**src/rtl/exp2_pkg.sv**
```systemverilog
// Shared constants for the exp2_fixed_point datapath: widths and the
// fractional-power LUT m[k] = round(2^(k/16) * 32768) with slopes d[k] = m[k+1] - m[k].
// m[16] = 65536 is folded into d[15].
package exp2_pkg;

    localparam int LOG_W   = 12;
    localparam int INT_W   = 4;
    localparam int FRAC_W  = 8;
    localparam int MANT_W  = 16;
    localparam int OUT_W   = 16;
    localparam int KIDX_W  = 4;
    localparam int SUB_W   = 4;
    localparam int SLOPE_W = 12;

    // Q1.15 mantissa base value for segment k
    function automatic logic [MANT_W-1:0] m_entry(input logic [KIDX_W-1:0] k);
        logic [MANT_W-1:0] m;
        case (k)
            4'd0:    m = 16'd32768;
            4'd1:    m = 16'd34219;
            4'd2:    m = 16'd35734;
            4'd3:    m = 16'd37316;
            4'd4:    m = 16'd38968;
            4'd5:    m = 16'd40693;
            4'd6:    m = 16'd42495;
            4'd7:    m = 16'd44376;
            4'd8:    m = 16'd46341;
            4'd9:    m = 16'd48393;
            4'd10:   m = 16'd50535;
            4'd11:   m = 16'd52773;
            4'd12:   m = 16'd55109;
            4'd13:   m = 16'd57549;
            4'd14:   m = 16'd60097;
            4'd15:   m = 16'd62757;
            default: m = 16'd32768;
        endcase
        return m;
    endfunction

    // Slope to the next segment, d[k] = m[k+1] - m[k]
    function automatic logic [SLOPE_W-1:0] d_entry(input logic [KIDX_W-1:0] k);
        logic [SLOPE_W-1:0] d;
        case (k)
            4'd0:    d = 12'd1451;
            4'd1:    d = 12'd1515;
            4'd2:    d = 12'd1582;
            4'd3:    d = 12'd1652;
            4'd4:    d = 12'd1725;
            4'd5:    d = 12'd1802;
            4'd6:    d = 12'd1881;
            4'd7:    d = 12'd1965;
            4'd8:    d = 12'd2052;
            4'd9:    d = 12'd2142;
            4'd10:   d = 12'd2238;
            4'd11:   d = 12'd2336;
            4'd12:   d = 12'd2440;
            4'd13:   d = 12'd2548;
            4'd14:   d = 12'd2660;
            4'd15:   d = 12'd2779;
            default: d = 12'd1451;
        endcase
        return d;
    endfunction

endpackage

```
**src/rtl/exp2_frac_lut.sv**
```systemverilog
// Combinational fractional-power lookup: base mantissa and slope for segment k.
module exp2_frac_lut
    import exp2_pkg::*;
(
    input  logic [KIDX_W-1:0]  k,
    output logic [MANT_W-1:0]  m,
    output logic [SLOPE_W-1:0] d
);

    // Table lookup for base value and interpolation slope
    always_comb begin
        m = m_entry(k);
        d = d_entry(k);
    end

endmodule

```
**src/rtl/exp2_fixed_point.sv**
```systemverilog
// exp2_fixed_point: 3-stage pipelined 2^x for ufix12_En8 input, uint16 output.
// S1 registers LUT base/slope, S2 the interpolated mantissa, S3 the shifted result.
// Optional macro EXP2_ROUND_EN: round-to-nearest with saturation in S3
// (default build truncates).
module exp2_fixed_point
    import exp2_pkg::*;
(
    input  logic             clk,
    input  logic             reset_n,
    input  logic [LOG_W-1:0] i_LOG,
    input  logic             i_VALID,
    output logic             o_READY,
    output logic [OUT_W-1:0] o_EXP,
    output logic             o_VALID,
    input  logic             i_READY
);

    logic               advance_s;
    logic [MANT_W-1:0]  lut_m_s;
    logic [SLOPE_W-1:0] lut_d_s;

    logic               s1_valid_r;
    logic [INT_W-1:0]   s1_int_r;
    logic [SUB_W-1:0]   s1_frac_r;
    logic [MANT_W-1:0]  s1_m_r;
    logic [SLOPE_W-1:0] s1_d_r;

    logic [MANT_W-1:0]  prod_s;
    logic [MANT_W-1:0]  prod_shr_s;
    logic [MANT_W-1:0]  mant_s;

    logic               s2_valid_r;
    logic [INT_W-1:0]   s2_int_r;
    logic [MANT_W-1:0]  s2_mant_r;

    logic [INT_W-1:0]   shift_s;
    logic [OUT_W-1:0]   exp_next_s;

    // Whole pipeline moves together unless the output is held by downstream
    assign advance_s = ~o_VALID | i_READY;
    assign o_READY   = advance_s;

    exp2_frac_lut u_frac_lut (
        .k (i_LOG[FRAC_W-1:SUB_W]),
        .m (lut_m_s),
        .d (lut_d_s)
    );

    // S1: capture integer part, low fraction nibble and LUT outputs
    always_ff @(posedge clk or negedge reset_n) begin
        if (!reset_n) begin
            s1_valid_r <= 1'b0;
            s1_int_r   <= 4'd0;
            s1_frac_r  <= 4'd0;
            s1_m_r     <= 16'd0;
            s1_d_r     <= 12'd0;
        end else if (advance_s) begin
            s1_valid_r <= i_VALID;
            s1_int_r   <= i_LOG[LOG_W-1:FRAC_W];
            s1_frac_r  <= i_LOG[SUB_W-1:0];
            s1_m_r     <= lut_m_s;
            s1_d_r     <= lut_d_s;
        end
    end

    // Linear interpolation; full 16-bit product before the shift, sum cannot exceed 65362
    always_comb begin
        prod_s     = {4'd0, s1_d_r} * {12'd0, s1_frac_r};
        prod_shr_s = prod_s >> 4;
        mant_s     = s1_m_r + prod_shr_s;
    end

    // S2: capture interpolated mantissa
    always_ff @(posedge clk or negedge reset_n) begin
        if (!reset_n) begin
            s2_valid_r <= 1'b0;
            s2_int_r   <= 4'd0;
            s2_mant_r  <= 16'd0;
        end else if (advance_s) begin
            s2_valid_r <= s1_valid_r;
            s2_int_r   <= s1_int_r;
            s2_mant_r  <= mant_s;
        end
    end

    assign shift_s = 4'd15 - s2_int_r;

`ifdef EXP2_ROUND_EN
    logic [MANT_W:0] half_s;
    logic [MANT_W:0] rsum_s;
    logic [MANT_W:0] rshift_s;

    // Round to nearest by adding half of the discarded LSB weight, then saturate
    always_comb begin
        if (shift_s != 4'd0) begin
            half_s = 17'd1 << (shift_s - 4'd1);
        end else begin
            half_s = 17'd0;
        end
        rsum_s   = {1'b0, s2_mant_r} + half_s;
        rshift_s = rsum_s >> shift_s;
        if (rshift_s[MANT_W]) begin
            exp_next_s = 16'hFFFF;
        end else begin
            exp_next_s = rshift_s[OUT_W-1:0];
        end
    end
`else
    // Truncating scale by the integer exponent
    always_comb begin
        exp_next_s = s2_mant_r >> shift_s;
    end
`endif

    // S3: registered result; bubbles clear the data
    always_ff @(posedge clk or negedge reset_n) begin
        if (!reset_n) begin
            o_VALID <= 1'b0;
            o_EXP   <= 16'd0;
        end else if (advance_s) begin
            o_VALID <= s2_valid_r;
            o_EXP   <= s2_valid_r ? exp_next_s : 16'd0;
        end
    end

endmodule
```
**config.mk**
```make
export PLATFORM = sky130hd
export DESIGN_NAME = exp2_fixed_point
export DESIGN_NICKNAME = d
export VERILOG_FILES = /design/src/rtl/exp2_pkg.sv /design/src/rtl/exp2_frac_lut.sv /design/src/rtl/exp2_fixed_point.sv
export SDC_FILE = /design/constraint.sdc
export NUM_CORES = 1
export LEC_CHECK = 0
export ABC_AREA = 1
export CAP_MARGIN = 0
export CORE_UTILIZATION = 25
export DETAILED_ROUTE_END_ITERATION = 7
export PLACE_DENSITY_LB_ADDON = 0.15
export SETUP_SLACK_MARGIN = 0.3
export SYNTH_ARGS = -nofsm -noshare
export SYNTH_HDL_FRONTEND = slang
export SYNTH_SLANG_ARGS = --single-unit
```
**constraint.sdc**
```tcl
create_clock -name clk -period 9.4 [get_ports clk]
set_input_delay 0.94 -clock clk [delete_from_list [all_inputs] [get_ports clk]]
set_output_delay 0.94 -clock clk [all_outputs]
set_load 0.01 [all_outputs]
```
* After elaboration in Yosys (flattened, before gate mapping)
Memories as Yosys holds them, arrays and structs flattened. A register that Yosys moved wholly into a read port is not among the register bits.
Index checks and enable logic that the tools add are counted.
Widths: inputs -> output; s select.
** Cells by class
- Add/subtract/negate cells :: 2
- Multipliers :: 1
- Div/mod/pow operators :: 0
- Magnitude comparators :: 0
- Equality and inequality tests :: 0
- Shift-type cells :: 1
- Mux-type cells :: 1
- Bitwise operators :: 2
- Reductions and logical operators :: 2
** Operators with widths (number)
- $add 16x12->16 :: 1
- $mul 12x4->16 :: 1
- $mux 16 :: 1
- $shr 16x4->16 :: 1
- $sub 4x4->4 const A :: 1
- $logic_not 1->1 :: 2
- $not 1->1 :: 1
- $or 1x1->1 :: 1
** Storage, ports and cells
- Flip-flop bits (word level) :: 63
- Latch bits :: 0
- Memory bits (writable) :: 0
- Bits in read-only memories :: 432
- Output and inout bits :: 18
- Logic and storage cells :: 20
- Memories :: 2
** Memory list
- (no name shown) :: depth 16, width 15, read ports 1, clocked after Yosys merged registers in 1, wr ports 0, RTL line exp2_pkg.sv:18 : case (k)
- (no name shown) :: depth 16, width 12, read ports 1, clocked after Yosys merged registers in 1, wr ports 0, RTL line exp2_pkg.sv:43 : case (k)

* Logic depth before layout (Yosys ltp)
Gate-level depths: netlist of the first run.
- Word-level depth :: 3
- Gate-level depth with buffers :: 26
- Gate-level depth less buffers :: 25

* Modules after synthesis
A second synthesis of the first run with hierarchy kept.
** Second synthesis, totals
- Cells, all modules :: 965
- Area total of the unflattened synthesis :: 6332.3 µm²
** Modules (own cells, without submodules)
- exp2_fixed_point :: times used 1, cells each 836, area each 5660.4 µm², seq. area each 1876.8 µm²
- exp2_frac_lut :: times used 1, cells each 129, area each 671.9 µm², seq. area each 0.0 µm²

* Least setup slack after synthesis of the first run
OpenSTA, ideal clock, no wires.
- Kind :: reg-to-reg
- Start :: register s1_frac_r[3]
- End :: register s2_mant_r[8]
- Setup time :: 117 ps
- Arrival time :: 3775 ps
- Data required time :: 9283 ps
- Slack :: 5508 ps
- Stages on the path, launching flop included :: 21
- Buffers on the path :: 1
- Clock period less this slack :: 3892 ps
- Cells stage by stage :: dfrtp_1 > clkbuf_1 > nand2_1 > inv_1 > fa_1 > inv_1 > fa_1 > inv_1 > ha_1 > a21o_1 > a21oi_1 > o21ai_2 > xor2_1 > ha_1 > or2_1 > and2_1 > nand2_1 > nand2_1 > xor2_1 > nand2_1 > nand2_1
** Between the ends
- Word-level cells in the longest chain between the ends :: 2
** Ends and longest elaborated chain
- start: declaration :: RTL line exp2_fixed_point.sv:24 : logic [SUB_W-1:0] s1_frac_r;
- start signal: assignment :: RTL line exp2_fixed_point.sv:60 : s1_frac_r <= i_LOG[SUB_W-1:0];
- $mul 12x4->16 :: RTL line exp2_fixed_point.sv:68 : prod_s = {4'd0, s1_d_r} * {12'd0, s1_frac_r};
- $add 16x12->16 :: RTL line exp2_fixed_point.sv:70 : mant_s = s1_m_r + prod_shr_s;
- end signal: assignment :: RTL line exp2_fixed_point.sv:82 : s2_mant_r <= mant_s;
- end: declaration :: RTL line exp2_fixed_point.sv:34 : logic [MANT_W-1:0] s2_mant_r;
Every way passes these cells.
A chain may end at the register's enable or synchronous reset.

* Worst setup path in the final report of the first run
- Start :: register s1_frac_r[3]
- End :: register s2_mant_r[11]
The elaborated chain is that of the path after synthesis.

==> results.cfg, run 1 <==
[clock_network]
clock_latency_ns = 0.35
hold_buffers = 0
clk_pin_slew_ns = 0.07
cts_resized = 0
post-cts-setup-buffer-count = 0
cts_made_buffers = 9
cts_tree = done
clock-sinks = 75
cts-root-buf = clkbuf_16
cts_max_level = 3
cts.path.max_buffers = 2

[setup_path]
r2r.worst_path.cells = 21
cp_data_required_time_ns = 9.69
reg2reg_from = s1_frac_r[3]
critical_path_arrival_ns = 4.69
r2r-end = s2_mant_r[11]
crit_type = reg -> reg
critPathMaxFanout = 13
crit_path_start_kind = flop
end_kind = flop
r2r_slack_ns = 5.00

[timing]
tightestPinTransition_ns = 0.956
fin_crit_sh = 0.468
setup-tns-final_ns = 0
max_freq_mhz = 228
rsz0062_at_grt = false
hold_violations = 0
slew-limit-headroom = 0.362
whs_ns = 0.478
finClkSkew_ns = 0.0142
finalCriticalPeriod_ns = 4.40
setup_viol = 0
drv_slew = 0

[grt]
antenna_found_initial = 0
grt_use_total = 0.148
grt_pass1_wl_mm = 29.8
grt_overflow = 0
grt_pass1_vias = 5535
grt_max_degree = 64

[logic_synthesis]
syn-cell-area_sq_mm = 0.00622
yosysWarnings = 0
synth.avg_cell_area_sq_um = 6.86
synth_area_leaders = dfrtp_1 (30%), nand2_1 (21%), inv_1 (8.3%)
synth_top_area_frac = 0.302
ys_ff_latch = 75
synth_fp_nets = 981
synth-async-reset-ratio = 1.00
synth_cells = 907
synth_edf_count = 0
ys.flop_type = dfrtp_1
yosysTopAreaCell = dfrtp_1
yosys.cell_types.count = 44
ys_seq_area_frac = 0.302

[placement]
dp_hpwl_mm = 13.8
gp_congestion = 0.872
port_buffers = 33

[finish]
final_core_util = 0.291
drive_gt1_frac = 0.0644
nets = 1001
antenna_cells = 0
area_delta_synth_final_pct = 14.2

[route]
drt_pass1_iterations = 5
wl_per_cell_microns = 14.1
dr.first_iter.drc_count = 330
wirelength_mm = 17.8
ant_nets = 0
via_count = 5635
drc = 0
via_per_inst = 4.49

[power]
power_density_mw_per_mm2 = 369
peakVddDrop_v = 0.000125
finalPower_w = 0.00262
p_leak_nw = 3.84

[job]
max_cap_viol_count = 0

[die]
core_sq_mm = 0.0244
die_h_microns = 160
dieArea_sq_mm = 0.0255
io_pins = 34
die_x_microns = 160
initial_core_util = 0.255
row_count = 57

[run_status]
status = completed

[worst_hold_path]
hp-class = in -> async
==> layout make-up <==
class	instances	area [sq um]
inverter	146	548
clock inverter	7	57.6
clock buffer	9	225
multi-input combinational	660	3650
tap	324	405
sequential	75	1880
timing repair buffer	35	343
fill	2749	17300
==> Yosys cell counts, types with 2 or more instances <==
library cell and count:
nor2_2 3, a21oi_1 27, nand3b_1 2, ha_1 38
fa_1 20, o21ai_2 11, o21ai_0 28, o211ai_1 6
inv_2 8, xnor2_1 2, and2_1 3, nor2_4 5
nor3_1 6, buf_2 10, inv_1 138, o211ai_2 2
buf_6 2, xor2_1 5, o21bai_1 3, nand2_2 8
or2_0 2, clkbuf_1 11, a31oi_1 3, or2_1 5
dfrtp_1 75, a22oi_1 3, nand3_1 60, nand4_1 4
o22ai_1 3, nor2_1 45, nand2_1 340, a22o_1 3
o21ai_1 15
==> layer usage <==
metal  GRT usage  vias to the layer above  share of wire  wire length (microns)
met5           0                        -              0                      0
met4      0.0516                        0          0.018                    314
met3      0.0169                       17          0.025                    438
met2       0.215                       86           0.41                   7280
met1       0.225                     2657           0.55                   9730
li1            -                     2875              -                      -
==> worst max-delay path: stages, from the launching register on <==
cell and delay, ns:
dfrtp_1 0.56, nand2_1 0.13, inv_1 0.06, fa_1 0.53
inv_1 0.06, fa_1 0.54, inv_1 0.05, ha_1 0.36
a21o_1 0.21, o21bai_2 0.22, a21oi_1 0.20, xnor2_1 0.21
ha_1 0.35, nand2_1 0.12, inv_1 0.06, a21oi_1 0.13
nand2_1 0.13, nand2_1 0.10, nand2_1 0.06, nand2_1 0.08
nand3_1 0.07, nand2_1 0.08
==> where the power goes <==
group	internal (W)	switching (W)	leakage (nW)
sequential	0.000432	0.000129	0.920
combinational	0.000617	0.00110	2.78
clock	0.000183	0.000159	0.135
total	0.00123	0.00139	3.84
==> sequential cells by signal, indices dropped and copies added, names as in the netlist <==
register	cells
o_VALID	1
s2_valid_r	1
s1_d_r	12
s1_frac_r	4
o_EXP	16
s1_m_r	16
s1_int_r	4
s1_valid_r	1
s2_mant_r	16
s2_int_r	4
==> layout by cell type, fill, tap and decap left out, drive strengths merged, types with 2 or more instances in the layout <==
cell type      count
and2               3
o22ai              3
inv              150
dfrtp             75
xor2               5
a21oi             27
ha                38
o21ai             54
o211ai             8
a31oi              3
fa                20
a22oi              3
nand4              4
nor2              54
clkdlybuf4s50     32
nor3               6
nand3             60
or2                8
clkbuf             9
nand3b             2
xnor2              2
a22o               3
clkinvlp           2
buf                3
o21bai             4
nand2            349
==> per-stage QoR <==
stage / worst slack (ns) / std cells / area (sq um)
floorplan: 5.51 / 907 / 6220
global placement: 4.97 / 1240 / 6820
detailed placement: 5.01 / 1240 / 6820
CTS: 4.99 / 1256 / 7110
global route: 4.71 / 1256 / 7110
finish: 5.00 / 1256 / 7110
==> worst max-delay path by stage <==
| stage | startpoint | slack, ns | end | cells after the start |
|---|---|---|---|---|
| floorplan | s1_frac_r[3] | 5.51 | s2_mant_r[8] | 20 |
| global placement | s1_frac_r[3] | 4.97 | s2_mant_r[11] | 21 |
| global route | s1_frac_r[2] | 4.71 | s2_mant_r[13] | 23 |
| finish | s1_frac_r[3] | 5.00 | s2_mant_r[11] | 21 |
| detailed placement | s1_frac_r[3] | 5.01 | s2_mant_r[11] | 21 |
| CTS | s1_frac_r[3] | 4.99 | s2_mant_r[11] | 21 |
==> cell families (layout without fill, tap and decap cells) <==
family / count (synthesis) / count (layout) / synth area share
flip-flops: 75 / 75 / 0.302
XOR/XNOR: 7 / 7 / 0.00986
buffers and inverters: 172 / 197 / 0.111
adder cells (fa/ha/maj): 58 / 58 / 0.141
AO/OA/AOI/OAI: 109 / 109 / 0.108
AND/OR/NAND/NOR: 486 / 486 / 0.328
No activity file was read; power rests on OpenSTA's default activity.
==> run 2: changes to the inputs <==
==> constraint.sdc (replaced) <==
create_clock -name clk -period 4.5 [get_ports clk]
set_input_delay 0.45 -clock clk [delete_from_list [all_inputs] [get_ports clk]]
set_output_delay 0.45 -clock clk [all_outputs]
set_load 0.01 [all_outputs]
==> run 2 against run 1 <==
  * Flip-flop and latch count unchanged
  * Global-route usage is 0.12 points lower
  * Largest cell class unchanged
  * Via count about the same
  * Critical endpoint is now s2_mant_r[13]
  * Die area is the same
  * Highest routed layer unchanged
  * Register-to-register slack got worse by 4.5 ns
==> results.cfg, run 2 (synthesized netlist as in run 1, its figures left out) <==
[finish]
layout_common_cells = nand2_1 (327), inv_1 (134), dfrtp_1 (70)
design_area_sq_mm = 0.00767
n_fill_cell = 2713
stdcell_count = 1276
layout_commonest_cell = nand2_1
area_delta_synth_final_pct = 23.3
multiInputGateArea_sq_mm = 0.00398
ff_latch_area_sq_mm = 0.00188
drive_gt1_frac = 0.148
antenna_cells = 0
top_regs = o_EXP (16), s1_m_r (16), s2_mant_r (16)
nets = 1021

[timing]
setup_viol = 0
finalCriticalPeriod_ns = 3.98
finClkSkew_ns = 0.00862
fin_crit_sh = 0.885
whs_ns = 0.256
max_freq_mhz = 251
hold_violations = 0
drv_slew = 0
tightestPinTransition_ns = 1.03
rsz0062_at_grt = true
slew-limit-headroom = 0.312
setup-tns-final_ns = 0

[job]
max_cap_viol_count = 0

[clock_network]
cts_made_buffers = 9
clk_pin_slew_ns = 0.07
cts.path.max_buffers = 2
clock_latency_ns = 0.34
cts_max_level = 3
clock-sinks = 75
cts_tree = done
cts-root-buf = clkbuf_16

[route]
drt_pass1_iterations = 5
wirelength_mm = 18.1
dr.first_iter.drc_count = 346
via_count = 5634
via_per_inst = 4.42
wl_per_cell_microns = 14.2
ant_nets = 0
drc = 0

[placement]
place_area_sq_mm = 0.00685
placed_cells = 1244
port_buffers = 33
gp_congestion = 0.872
dp_hpwl_mm = 13.8

[die]
die_x_microns = 160
dieArea_sq_mm = 0.0255
die_h_microns = 160
io_pins = 34
core_sq_mm = 0.0244
initial_core_util = 0.255
row_count = 57

[setup_path]
cpMostUsedCell = nand2_1
critPathMaxFanout = 6
crit_slowest_cell = fa_1
crit_type = reg -> reg
cp_data_required_time_ns = 4.73
critical_path_arrival_ns = 4.21
path_cells = nand2_1 -> inv_1 -> fa_1 -> inv_1 -> fa_1 -> inv_1 -> ha_4 -> a21o_1 -> o21bai_4 -> a21oi_2 -> xnor2_1 -> ha_1 -> nand2_1 -> inv_2 -> nand2_1 -> nor3_2 -> nand2_1 -> nand2_1 -> nand2_1 -> nand3_1 -> nand2_1
critical_path.max_stage_delay_ns = 0.53
crit_path_start_kind = flop
end_kind = flop

[run_status]
status = completed

[grt]
grt_pass1_vias = 5543
antenna_found_initial = 0
grt_max_degree = 76
grt_use_total = 0.147
grt_pass1_wl_mm = 29.8
grt_overflow = 0

[power]
peakVddDrop_v = 0.000275
p_leak_nw = 3.97
power_density_mw_per_mm2 = 831

[worst_hold_path]
hp-class = in -> async
-- run 2: cell types whose count changed in the layout (fill, tap and decap cells not counted), moves of 5 or more --
cell     change
nand2_2     +13
nand2_1     -13
a21oi_1     -13
ha_4        +16
a21oi_2     +13
ha_1        -16
buf_4       +19
dfrtp_1      -5
dfrtp_2      +5
-- run 2: layout make-up --
cell class | instances | share of cell area
tap | 324 | 0.0529
multi-input combinational | 660 | 0.519
sequential | 75 | 0.246
timing repair buffer | 55 | 0.0648
clock inverter | 7 | 0.0170
inverter | 146 | 0.0715
clock buffer | 9 | 0.0294
-- run 2: per-stage QoR --
step	power, W	setup slack (ns)	util
after floorplan	0.00380	0.608	-
after global placement	0.00484	0.0803	0.281
after detailed placement	0.00481	0.171	0.281
after CTS	0.00574	0.330	0.297
after global routing	0.00710	0.242	0.314
final	0.00638	0.519	0.314
-- run 2: layer usage --
layer  global-route usage  vias to the layer above  share of wire
met5                    0                        -              0
met4               0.0350                        0          0.014
met3               0.0221                       20          0.021
met2                0.217                       80           0.42
met1                0.223                     2624           0.55
li1                     -                     2910              -
-- run 2: final timing paths --
path | slack [ns] | from | end | depth (start not counted)
max | 0.52 | s1_frac_r[3] | s2_mant_r[13] | 21
min reg2reg | 0.48 | s1_int_r[2] | s1_int_r[2] | 2
min in group clk | 0.48 | s1_int_r[2] | s1_int_r[2] | 2
max in group asynchronous | 3.48 | reset_n | s1_frac_r[2] | 1
min | 0.26 | reset_n | o_EXP[12] | 1
max reg2reg | 0.52 | s1_frac_r[3] | s2_mant_r[13] | 21
-- run 2: what timing repair did --
item / CTS / global route
setup buffers: 5 / 11
pin swaps: 0 / 19
endpoints found under the setup margin: 10 / 12
hold buffers: 0 / 0
gates resized for setup: 3 / 74
-- run 2: critical path, delay by kind of cell, from the launching register on --
family          cells  cell delay [ns]
fa+ha+maj           4             1.70
simple gates        9             0.77
buf+inv             4             0.24
compound gates      3             0.54
xor+xnor            1             0.13
flops               1             0.45
-- run 2: where the power goes --
group / internal (W) / switching (W)
combinational: 0.00177 / 0.00256
clock: 0.000554 / 0.000325
sequential: 0.000906 / 0.000260
==> run 3: changes to the inputs <==
--- a/config.mk
+++ b/config.mk
@@ -9,6 +9,7 @@
 export CAP_MARGIN = 0
 export CORE_UTILIZATION = 25
 export DETAILED_ROUTE_END_ITERATION = 7
+export MAX_ROUTING_LAYER = met4
 export PLACE_DENSITY_LB_ADDON = 0.15
 export SETUP_SLACK_MARGIN = 0.3
 export SYNTH_ARGS = -nofsm -noshare
==> run 3 against run 2 <==
  * Worst hold slack better by 0.0010 ns
  * Fmax is 0.30% higher
  * Core utilization is 0.14 points higher
  * Sequential power hardly changed
  * Critical path depth is 1 lower
  * Die area stayed put
  * Combinational power is 1% higher
  * Setup slack better by 0.012 ns
  * Largest power group unchanged
==> results.cfg, run 3 (synthesized netlist as in run 1, its figures left out) <==
[run_status]
status = completed

[setup_path]
critPathMaxFanout = 8
critical_path.max_stage_delay_ns = 0.53
critPathTopFamily = adder cells
reg2reg_from = s1_frac_r[2]
crit_type = reg -> reg
worstPathBufferInverterCount = 4
crit_path_start_kind = flop
path_cells = nand2_1 -> inv_1 -> fa_1 -> inv_1 -> fa_1 -> inv_1 -> ha_4 -> nand2_2 -> inv_2 -> nand3_1 -> o21ai_2 -> xor2_2 -> ha_4 -> or2_1 -> and2_2 -> nand2_1 -> nand2_1 -> xor2_1 -> nand2_1 -> nand2_1
r2r-end = s2_mant_r[8]
r2r.worst_path.cells = 20
cpMostUsedCell = nand2_1
critical_path_arrival_ns = 4.20
end_kind = flop
cp_data_required_time_ns = 4.73
r2r_slack_ns = 0.53
crit_slowest_cell = fa_1

[timing]
tightestPinTransition_ns = 1.03
finalCriticalPeriod_ns = 3.97
drv_slew = 0
setup-tns-final_ns = 0
finClkSkew_ns = 0.00847
fin_crit_sh = 0.882
slew-limit-headroom = 0.312
hold_violations = 0
setup_viol = 0
rsz0062_at_grt = true
max_freq_mhz = 252

[route]
ant_nets = 0
dr.first_iter.drc_count = 351
wirelength_mm = 18.1
drc = 0
wl_per_cell_microns = 14.2
via_per_inst = 4.44
via_count = 5671
drt_pass1_iterations = 5

[grt]
grt_pass1_wl_mm = 29.8
grt_pass1_vias = 5544
grt_overflow = 0
grt_max_degree = 76
antenna_found_initial = 0
grt_use_total = 0.152

[die]
die_h_microns = 160
dieArea_sq_mm = 0.0255
io_pins = 34
row_count = 57
initial_core_util = 0.255
die_x_microns = 160
core_sq_mm = 0.0244

[finish]
antenna_cells = 0
ff_latch_area_sq_mm = 0.00188
n_fill_cell = 2715
nets = 1023
top_regs = o_EXP (16), s1_m_r (16), s2_mant_r (16)
layout_commonest_cell = nand2_1
drive_gt1_frac = 0.156
layout_common_cells = nand2_1 (323), inv_1 (134), dfrtp_1 (70)
design_area_sq_mm = 0.00770
multiInputGateArea_sq_mm = 0.00400
area_delta_synth_final_pct = 23.8

[power]
finalPower_w = 0.00644
p_leak_nw = 3.98
peakVddDrop_v = 0.000276
power_density_mw_per_mm2 = 836

[clock_network]
clock-sinks = 75
hold_buffers = 0
cts-root-buf = clkbuf_16
cts.path.max_buffers = 2
clk_pin_slew_ns = 0.07
clock_latency_ns = 0.34
cts_max_level = 3
cts_made_buffers = 9
cts_tree = done

[placement]
port_buffers = 33
dp_hpwl_mm = 13.8
place_area_sq_mm = 0.00685
gp_congestion = 0.887

[worst_hold_path]
hp-class = in -> async

[job]
max_cap_viol_count = 0
-- run 3: final cells by class --
class | instances | share of cell area
clock buffer | 9 | 0.0292
inverter | 146 | 0.0712
tap | 324 | 0.0526
sequential | 75 | 0.244
multi-input combinational | 660 | 0.519
timing repair buffer | 57 | 0.0664
clock inverter | 7 | 0.0169
-- run 3: repair_timing --
action                                  CTS  global route
endpoints found under the setup margin   10            12
hold endpoints to repair                  0             0
pin swaps                                 0            21
resized for setup                         3            80
setup buffers                             5            13
-- run 3: worst max path at each step --
stage / to / slack, ns / cells past startpoint / start
floorplan: s2_mant_r[8] / 0.61 / 20 / s1_frac_r[3]
global placement: s2_mant_r[11] / 0.08 / 21 / s1_frac_r[3]
detailed placement: s2_mant_r[11] / 0.17 / 21 / s1_frac_r[3]
CTS: s2_mant_r[11] / 0.33 / 21 / s1_frac_r[1]
global route: s2_mant_r[13] / 0.28 / 21 / s1_frac_r[2]
finish: s2_mant_r[8] / 0.53 / 20 / s1_frac_r[2]
-- run 3: report_power, final --
group	internal, W	total [W]	switching [W]
clock	0.000554	0.000880	0.000326
combinational	0.00180	0.00439	0.00259
sequential	0.000906	0.00117	0.000261
-- run 3: stage by stage --
step	hold WS (ns)	worst slack [ns]	std cells	utilization
after floorplan	0.154	0.608	907	-
after global placement	0.464	0.0803	1244	0.281
after detailed placement	0.466	0.171	1244	0.281
after CTS	0.314	0.330	1265	0.297
after global routing	0.346	0.282	1278	0.316
final	0.257	0.531	1278	0.316
-- run 3: worst reg2reg max path, stage by stage (launching register included) --
cell	delay [ns]
dfrtp_2	0.47
nand2_1	0.09
inv_1	0.05
fa_1	0.53
inv_1	0.05
fa_1	0.53
inv_1	0.06
ha_4	0.29
nand2_2	0.07
inv_2	0.07
nand3_1	0.08
o21ai_2	0.25
xor2_2	0.24
ha_4	0.25
or2_1	0.23
and2_2	0.23
nand2_1	0.06
nand2_1	0.05
xor2_1	0.14
nand2_1	0.06
nand2_1	0.05
-- run 3: per-layer routing --
metal,vias to the layer above,track usage,wire length [microns],part of all wire
met5,-,-,0,0
met4,0,0.0350,225,0.012
met3,14,0.0221,466,0.026
met2,94,0.217,7600,0.42
met1,2653,0.224,9850,0.54
li1,2910,-,-,-
